`config.mk`:
```
export PLATFORM = sky130hd
export DESIGN_NAME = msrv32_trap_sequencer_flat
export DESIGN_NICKNAME = d
export VERILOG_FILES = /design/src/rtl/msrv32_trap_sequencer_if.sv /design/src/rtl/msrv32_trap_sequencer.sv /design/src/flat_wrapper.sv
export SDC_FILE = /design/constraint.sdc
export NUM_CORES = 1
export LEC_CHECK = 0
export BUFFER_PORTS_ARGS = -buffer_cell sky130_fd_sc_hd__buf_2
export CORE_ASPECT_RATIO = 1.25
export CORE_MARGIN = 8
export CORE_UTILIZATION = 39
export DETAILED_ROUTE_END_ITERATION = 10
export HOLD_SLACK_MARGIN = 0.12
export MAX_ROUTING_LAYER = met4
export SLEW_MARGIN = 20
export SYNTH_ARGS = -nofsm -noshare
export SYNTH_HDL_FRONTEND = slang
export SYNTH_SLANG_ARGS = --single-unit
export TNS_END_PERCENT = 5
```
`constraint.sdc`:
```
create_clock -name ms_riscv32_mp_clk_in -period 4.65 [get_ports ms_riscv32_mp_clk_in]
set_input_delay 0.2325 -clock ms_riscv32_mp_clk_in [delete_from_list [all_inputs] [get_ports ms_riscv32_mp_clk_in]]
set_output_delay 0.2325 -clock ms_riscv32_mp_clk_in [all_outputs]
set_load 0.1 [all_outputs]
```
`src/rtl/msrv32_trap_sequencer_if.sv`:
```
// Trap sequencer bus: request/capture inputs from the core and the
// flush / CSR-write / PC-redirect controls produced by the sequencer.
//   master : core side, drives requests and CSR snapshots, observes controls
//   slave  : sequencer side
interface msrv32_trap_sequencer_if;
    localparam int unsigned XLEN    = 32;
    localparam int unsigned CSR_AW  = 12;
    localparam int unsigned CAUSE_W = 5;

    logic                trap_req_in;
    logic                mret_req_in;
    logic [CAUSE_W-1:0]  trap_cause_in;
    logic [XLEN-1:0]     trap_pc_in;
    logic [XLEN-1:0]     mtvec_in;
    logic [XLEN-1:0]     mepc_in;
    logic                flush_out;
    logic                csr_wr_en_out;
    logic [CSR_AW-1:0]   csr_wr_addr_out;
    logic [XLEN-1:0]     csr_wr_data_out;
    logic                pc_redirect_out;
    logic [XLEN-1:0]     pc_redirect_addr_out;
    logic                trap_ack_out;
    logic                busy_out;

    modport master (
        output trap_req_in, mret_req_in, trap_cause_in, trap_pc_in, mtvec_in, mepc_in,
        input  flush_out, csr_wr_en_out, csr_wr_addr_out, csr_wr_data_out,
               pc_redirect_out, pc_redirect_addr_out, trap_ack_out, busy_out
    );

    modport slave (
        input  trap_req_in, mret_req_in, trap_cause_in, trap_pc_in, mtvec_in, mepc_in,
        output flush_out, csr_wr_en_out, csr_wr_addr_out, csr_wr_data_out,
               pc_redirect_out, pc_redirect_addr_out, trap_ack_out, busy_out
    );
endinterface

```
`src/rtl/msrv32_trap_sequencer.sv`:
```
// Trap / mret sequencer: drains the pipeline for FLUSH_CYCLES, writes mepc
// and mcause (trap only), then redirects the PC to the handler or to mepc.
// Ports:
//   ms_riscv32_mp_clk_in : clock, rising edge
//   ms_riscv32_mp_rst_in : asynchronous reset, active high
//   bus (slave)          : requests + CSR snapshots in; flush, CSR write,
//                          redirect, ack and busy out (all registered)
module msrv32_trap_sequencer #(
    parameter int unsigned FLUSH_CYCLES = 2
) (
    input  logic                    ms_riscv32_mp_clk_in,
    input  logic                    ms_riscv32_mp_rst_in,
    msrv32_trap_sequencer_if.slave  bus
);
    localparam int unsigned XLEN    = 32;
    localparam int unsigned CSR_AW  = 12;
    localparam int unsigned CAUSE_W = 5;
    localparam int unsigned CNT_W   = 4;
    localparam logic [CSR_AW-1:0] ADDR_MEPC   = 12'h341;
    localparam logic [CSR_AW-1:0] ADDR_MCAUSE = 12'h342;

    typedef enum logic [2:0] {
        S_IDLE, S_FLUSH, S_WR_EPC, S_WR_CAUSE, S_REDIRECT
    } state_t;

    state_t              state_q, state_d;
    logic                is_trap_q, is_trap_d;
    logic [CNT_W-1:0]    cnt_q, cnt_d;
    logic [XLEN-1:0]     epc_q, epc_d;
    logic [CAUSE_W-1:0]  cause_q, cause_d;
    logic [XLEN-1:0]     target_q, target_d;

    logic                flush_q, flush_d;
    logic                wr_en_q, wr_en_d;
    logic [CSR_AW-1:0]   wr_addr_q, wr_addr_d;
    logic [XLEN-1:0]     wr_data_q, wr_data_d;
    logic                redir_q, redir_d;
    logic [XLEN-1:0]     redir_addr_q, redir_addr_d;
    logic                ack_q, ack_d;
    logic                busy_q, busy_d;

    // Handler target resolved at capture time so later states only replay registers.
    logic [XLEN-1:0]     trap_base_c;
    logic                vectored_c;
    logic [XLEN-1:0]     trap_target_c;

    always_comb begin
        trap_base_c   = {bus.mtvec_in[XLEN-1:2], 2'b00};
        vectored_c    = (bus.mtvec_in[1:0] == 2'b01) && bus.trap_cause_in[4];
        trap_target_c = vectored_c ? (trap_base_c + XLEN'({bus.trap_cause_in[3:0], 2'b00}))
                                   : trap_base_c;
    end

    // Next-state, capture and next-output logic; outputs are registered from the next state.
    always_comb begin
        state_d      = state_q;
        is_trap_d    = is_trap_q;
        cnt_d        = cnt_q;
        epc_d        = epc_q;
        cause_d      = cause_q;
        target_d     = target_q;
        wr_en_d      = 1'b0;
        wr_addr_d    = '0;
        wr_data_d    = '0;
        redir_d      = 1'b0;
        redir_addr_d = '0;

        case (state_q)
            S_IDLE: begin
                // Trap has priority; a simultaneous mret is dropped.
                if (bus.trap_req_in) begin
                    state_d   = S_FLUSH;
                    is_trap_d = 1'b1;
                    cnt_d     = CNT_W'(FLUSH_CYCLES - 1);
                    epc_d     = {bus.trap_pc_in[XLEN-1:2], 2'b00};
                    cause_d   = bus.trap_cause_in;
                    target_d  = trap_target_c;
                end else if (bus.mret_req_in) begin
                    state_d   = S_FLUSH;
                    is_trap_d = 1'b0;
                    cnt_d     = CNT_W'(FLUSH_CYCLES - 1);
                    target_d  = {bus.mepc_in[XLEN-1:2], 2'b00};
                end
            end
            S_FLUSH: begin
                if (cnt_q == '0) begin
                    state_d = is_trap_q ? S_WR_EPC : S_REDIRECT;
                end else begin
                    cnt_d = cnt_q - CNT_W'(1);
                end
            end
            S_WR_EPC:   state_d = S_WR_CAUSE;
            S_WR_CAUSE: state_d = S_REDIRECT;
            S_REDIRECT: state_d = S_IDLE;
            default:    state_d = S_IDLE;
        endcase

        flush_d = (state_d != S_IDLE);
        busy_d  = (state_d != S_IDLE);
        ack_d   = (state_q == S_IDLE) && (state_d == S_FLUSH);

        case (state_d)
            S_WR_EPC: begin
                wr_en_d   = 1'b1;
                wr_addr_d = ADDR_MEPC;
                wr_data_d = epc_d;
            end
            S_WR_CAUSE: begin
                wr_en_d   = 1'b1;
                wr_addr_d = ADDR_MCAUSE;
                wr_data_d = {cause_d[4], 27'b0, cause_d[3:0]};
            end
            S_REDIRECT: begin
                redir_d      = 1'b1;
                redir_addr_d = target_d;
            end
            default: ;
        endcase
    end

    // State, captured data and output registers; reset discards everything.
    always_ff @(posedge ms_riscv32_mp_clk_in or posedge ms_riscv32_mp_rst_in) begin
        if (ms_riscv32_mp_rst_in) begin
            state_q      <= S_IDLE;
            is_trap_q    <= 1'b0;
            cnt_q        <= '0;
            epc_q        <= '0;
            cause_q      <= '0;
            target_q     <= '0;
            flush_q      <= 1'b0;
            wr_en_q      <= 1'b0;
            wr_addr_q    <= '0;
            wr_data_q    <= '0;
            redir_q      <= 1'b0;
            redir_addr_q <= '0;
            ack_q        <= 1'b0;
            busy_q       <= 1'b0;
        end else begin
            state_q      <= state_d;
            is_trap_q    <= is_trap_d;
            cnt_q        <= cnt_d;
            epc_q        <= epc_d;
            cause_q      <= cause_d;
            target_q     <= target_d;
            flush_q      <= flush_d;
            wr_en_q      <= wr_en_d;
            wr_addr_q    <= wr_addr_d;
            wr_data_q    <= wr_data_d;
            redir_q      <= redir_d;
            redir_addr_q <= redir_addr_d;
            ack_q        <= ack_d;
            busy_q       <= busy_d;
        end
    end

    assign bus.flush_out            = flush_q;
    assign bus.csr_wr_en_out        = wr_en_q;
    assign bus.csr_wr_addr_out      = wr_addr_q;
    assign bus.csr_wr_data_out      = wr_data_q;
    assign bus.pc_redirect_out      = redir_q;
    assign bus.pc_redirect_addr_out = redir_addr_q;
    assign bus.trap_ack_out         = ack_q;
    assign bus.busy_out             = busy_q;
endmodule

```
`src/flat_wrapper.sv`:
```
// flat-port wrapper written by rule: the top's interface ports become plain ports
module msrv32_trap_sequencer_flat 
#(
    parameter int unsigned FLUSH_CYCLES = 2
)
  (ms_riscv32_mp_clk_in, ms_riscv32_mp_rst_in, bus_trap_req_in, bus_mret_req_in, bus_trap_cause_in, bus_trap_pc_in, bus_mtvec_in, bus_mepc_in, bus_flush_out, bus_csr_wr_en_out, bus_csr_wr_addr_out, bus_csr_wr_data_out, bus_pc_redirect_out, bus_pc_redirect_addr_out, bus_trap_ack_out, bus_busy_out);
  msrv32_trap_sequencer_if bus_i ();
  input  logic ms_riscv32_mp_clk_in;
  input  logic ms_riscv32_mp_rst_in;
  input wire logic [$bits(bus_i.trap_req_in)-1:0] bus_trap_req_in;
  input wire logic [$bits(bus_i.mret_req_in)-1:0] bus_mret_req_in;
  input wire logic [$bits(bus_i.trap_cause_in)-1:0] bus_trap_cause_in;
  input wire logic [$bits(bus_i.trap_pc_in)-1:0] bus_trap_pc_in;
  input wire logic [$bits(bus_i.mtvec_in)-1:0] bus_mtvec_in;
  input wire logic [$bits(bus_i.mepc_in)-1:0] bus_mepc_in;
  output wire logic [$bits(bus_i.flush_out)-1:0] bus_flush_out;
  output wire logic [$bits(bus_i.csr_wr_en_out)-1:0] bus_csr_wr_en_out;
  output wire logic [$bits(bus_i.csr_wr_addr_out)-1:0] bus_csr_wr_addr_out;
  output wire logic [$bits(bus_i.csr_wr_data_out)-1:0] bus_csr_wr_data_out;
  output wire logic [$bits(bus_i.pc_redirect_out)-1:0] bus_pc_redirect_out;
  output wire logic [$bits(bus_i.pc_redirect_addr_out)-1:0] bus_pc_redirect_addr_out;
  output wire logic [$bits(bus_i.trap_ack_out)-1:0] bus_trap_ack_out;
  output wire logic [$bits(bus_i.busy_out)-1:0] bus_busy_out;
  assign bus_i.trap_req_in = bus_trap_req_in;
  assign bus_i.mret_req_in = bus_mret_req_in;
  assign bus_i.trap_cause_in = bus_trap_cause_in;
  assign bus_i.trap_pc_in = bus_trap_pc_in;
  assign bus_i.mtvec_in = bus_mtvec_in;
  assign bus_i.mepc_in = bus_mepc_in;
  assign bus_flush_out = bus_i.flush_out;
  assign bus_csr_wr_en_out = bus_i.csr_wr_en_out;
  assign bus_csr_wr_addr_out = bus_i.csr_wr_addr_out;
  assign bus_csr_wr_data_out = bus_i.csr_wr_data_out;
  assign bus_pc_redirect_out = bus_i.pc_redirect_out;
  assign bus_pc_redirect_addr_out = bus_i.pc_redirect_addr_out;
  assign bus_trap_ack_out = bus_i.trap_ack_out;
  assign bus_busy_out = bus_i.busy_out;
  msrv32_trap_sequencer #(.FLUSH_CYCLES(FLUSH_CYCLES)) u_core (.ms_riscv32_mp_clk_in(ms_riscv32_mp_clk_in), .ms_riscv32_mp_rst_in(ms_riscv32_mp_rst_in), .bus(bus_i));
endmodule
```
==> reports/summary.txt <==
Routed vias/inst - 4.95
Fin crit share - 55.2%
Delay-heaviest family, CP - simple AND/OR/NAND/NOR gates
CP Launch Type - register
Die area - 21800 um^2
Chip width - 134 um
Crit path from - u_core.state_q[1]$_DFF_PP0_
GRT Overall Usage - 18.6%
Required @ worst endpoint - 5010 ps
Sequential area share after synthesis - 54.6%
Area delta synth->final - 30.2%
Number of enable flip-flop cells after synthesis - 0
Core area - 16900 um^2
Crit-path cells - nor3_4 -> buf_4 -> nand2_2 -> or4_1 -> nand3_1 -> and2_1
Worst path buffer plus inverter count - 1
GPL Wtd Cong - 0.800
Remaining global-route overflow - 0
CTS Buf Count - 17
Critical Path Stages - 6
Status - finished clean
Dpl cells - 1075
Slew Viols, Final - 0
CTS tree - built
RSZ-0062 raised after global routing - no
CTS root buffer - clkbuf_16
Worst hold stages - 4
Final total power - 0.00640 W
DRC - 0
Gate Count Post-Synth - 717
Arrival time at the worst endpoint - 2930 ps
HP Start - bus_mtvec_in[31]
Netlist cell types - 56
Vias in the first global route - 5911
Reg2reg path depth - 6
Pwr dens - 729 nW/um^2
Post-Syn Area - 6740 um^2
CP Class - register to register
Clock sink total - 147
Cts hold-fix bufs - 39
Die height - 163 um
Async set-reset flop share out of synthesis - 100%
CP endpoint kind - register
Starting Density - 39.9%
Clock H-tree levels - 4
Worst vdd ir - 577 uV
Vias post-DR - 5690
DRT iter0 DRCs - 346
Leak pwr - 4.41 nW
Worst Hold Class - input port to register
Cell with the largest stage delay on the worst path - or4_1
Endpoints failing setup - 0
Max transition margin - 35.9%
Setup_tns - 0 ps
Max-Cap Viols - 0
HPWL after DPL - 13000 um
Routed WL per cell - 16.6 um
Skew final - 8.50 ps
Worst-path clk slew - 70 ps
I/O pin total - 186
WL final - 19100 um
Rows - 53
Nets@finish - 1025
Pre-antenna DRT Iters - 5
Clock latency on the worst-skew pair - 420 ps
Synth Warn # - 0
Hold Violations, Final - 0
FF-to-FF Start - u_core.state_q[1]$_DFF_PP0_
Max incr delay on CP - 640 ps
Final worst path period need - 2570 ps
ANT nets after route - 0
Synth Flop Type - dfrtp_1
Fmax - 389 MHz
Filler instances - 1560
Initial antenna violation count - 4
Crit Path Max Fanout - 43
Resized cells post-CTS - 0
CTS Buffer Depth - 2
Pin count of the biggest net entering global routing - 109
Post-CTS setup buffers - 0
Worst Tran Pin Value - 961 ps
#FFs+latches synth - 147
Syn Area/Cell - 9.40 um^2
Fraction of layout cells with a size suffix above 1 - 25.5%
Fin cells - 1150
IO Port Bufs - 174
First-pass GRT wire length - 31200 um
Yosys cell counts (11+ instances only):
cell type / n / share of area (%)
dfrtp_1: 147 / 55
o22ai_1: 15 / 1.4
inv_1: 13 / 0.72
nor2b_1: 21 / 1.9
nand3_1: 17 / 1.3
clkbuf_1: 20 / 1.1
nand2_1: 142 / 7.9
buf_2: 15 / 1.1
buf_4: 11 / 1.2
a31oi_1: 15 / 1.4
nor2_1: 75 / 4.2
a21oi_1: 87 / 6.5
worst paths after layout:
path	slack [ps]	end
max	2080	u_core.bus.pc_redirect_addr_out[9]$_DFF_PP0_
min	150	u_core.target_q[31]$_DFF_PP0_
max reg2reg	2080	u_core.bus.pc_redirect_addr_out[9]$_DFF_PP0_
min reg2reg	470	u_core.epc_q[28]$_DFF_PP0_
max in group asynchronous	2940	u_core.bus.trap_ack_out$_DFF_PP0_
min in group asynchronous	590	u_core.epc_q[25]$_DFF_PP0_
metal layers:
| metal | vias to the layer above | wire length (um) | global-route usage, % |
|---|---|---|---|
| met3 | 9 | 1110 | 5.19 |
| met1 | 2669 | 8470 | 22.3 |
| met2 | 173 | 9340 | 30.4 |
| li1 | 2839 | - | - |
| met5 | - | 0 | - |
| met4 | 0 | 163 | 5.17 |
state kept, by name, indices dropped and copies added, names as in the netlist:
name                             cells
u_core.bus.busy_out                  1
u_core.bus.csr_wr_addr_out           3
u_core.bus.csr_wr_data_out          32
u_core.bus.pc_redirect_addr_out     32
u_core.bus.pc_redirect_out           1
u_core.bus.trap_ack_out              1
u_core.cause_q                       5
u_core.cnt_q                         4
u_core.epc_q                        32
u_core.is_trap_q                     1
u_core.state_q                       3
u_core.target_q                     32
worst register-to-register path, delay by kind of cell, from the launching register on:
family	cells	cell delay, ps
buffers and inverters	1	430
DFF	1	470
and+or+nand+nor	5	1600
through the flow:
step,instance area (um^2),setup slack (ps),util [%],hold WS [ps]
2_1_floorplan,6770,466,-,356
3_3_place_gp,7740,2080,45.8,443
3_5_place_dp,7740,2060,45.8,447
4_1_cts,8770,2020,51.9,124
5_1_grt,8780,1880,51.9,152
6_report,8780,2080,51.9,148
power breakdown:
group / internal, W / switching, W / total (W)
Combinational: 0.000696 / 0.00228 / 0.00298
Sequential: 0.00173 / 0.000204 / 0.00194
Clock: 0.000920 / 0.000563 / 0.00148
placed cells by master, fill, tap and decap left out, drive strengths merged, types with 5 or more instances in the layout:
cell type,Yosys,layout
dlygate4sd3,0,39
nand3,18,18
nand4,8,8
o21ai,11,11
nor2,75,75
nor4,6,6
nor2b,21,21
nor3,7,7
clkbuf,20,18
inv,13,18
xnor2,10,10
o22ai,15,15
buf,32,184
a211oi,6,6
ha,6,6
nand2b,9,9
xor2,7,7
a22o,5,5
a31oi,15,15
dfrtp,147,147
and2,8,8
nand2,142,142
conb,1,7
a21oi,87,87
kinds of logic (layout without fill, tap and decap cells):
kind of cell	after synthesis	in the layout	share of synthesized area, %
compound gates	164	164	15.2
xor+xnor	17	17	2.21
fa+ha+maj	7	7	1.41
buf+inv	65	268	4.62
flops	147	147	54.6
other cells	1	11	0.0556
simple gates	316	316	21.9
final cells by class:
cell class / count / area (um^2) / share of cell area, %
diodes: 4 / 10.0 / 0.114
clock buffers: 18 / 439 / 5.00
clock inverters: 14 / 198 / 2.25
inverters: 13 / 53.8 / 0.613
multi-input cells: 511 / 2790 / 31.8
flip-flops and latches: 147 / 3680 / 41.9
well taps: 220 / 275 / 3.13
repair buffers: 223 / 1340 / 15.2
No activity file was read; power rests on OpenSTA's default activity.
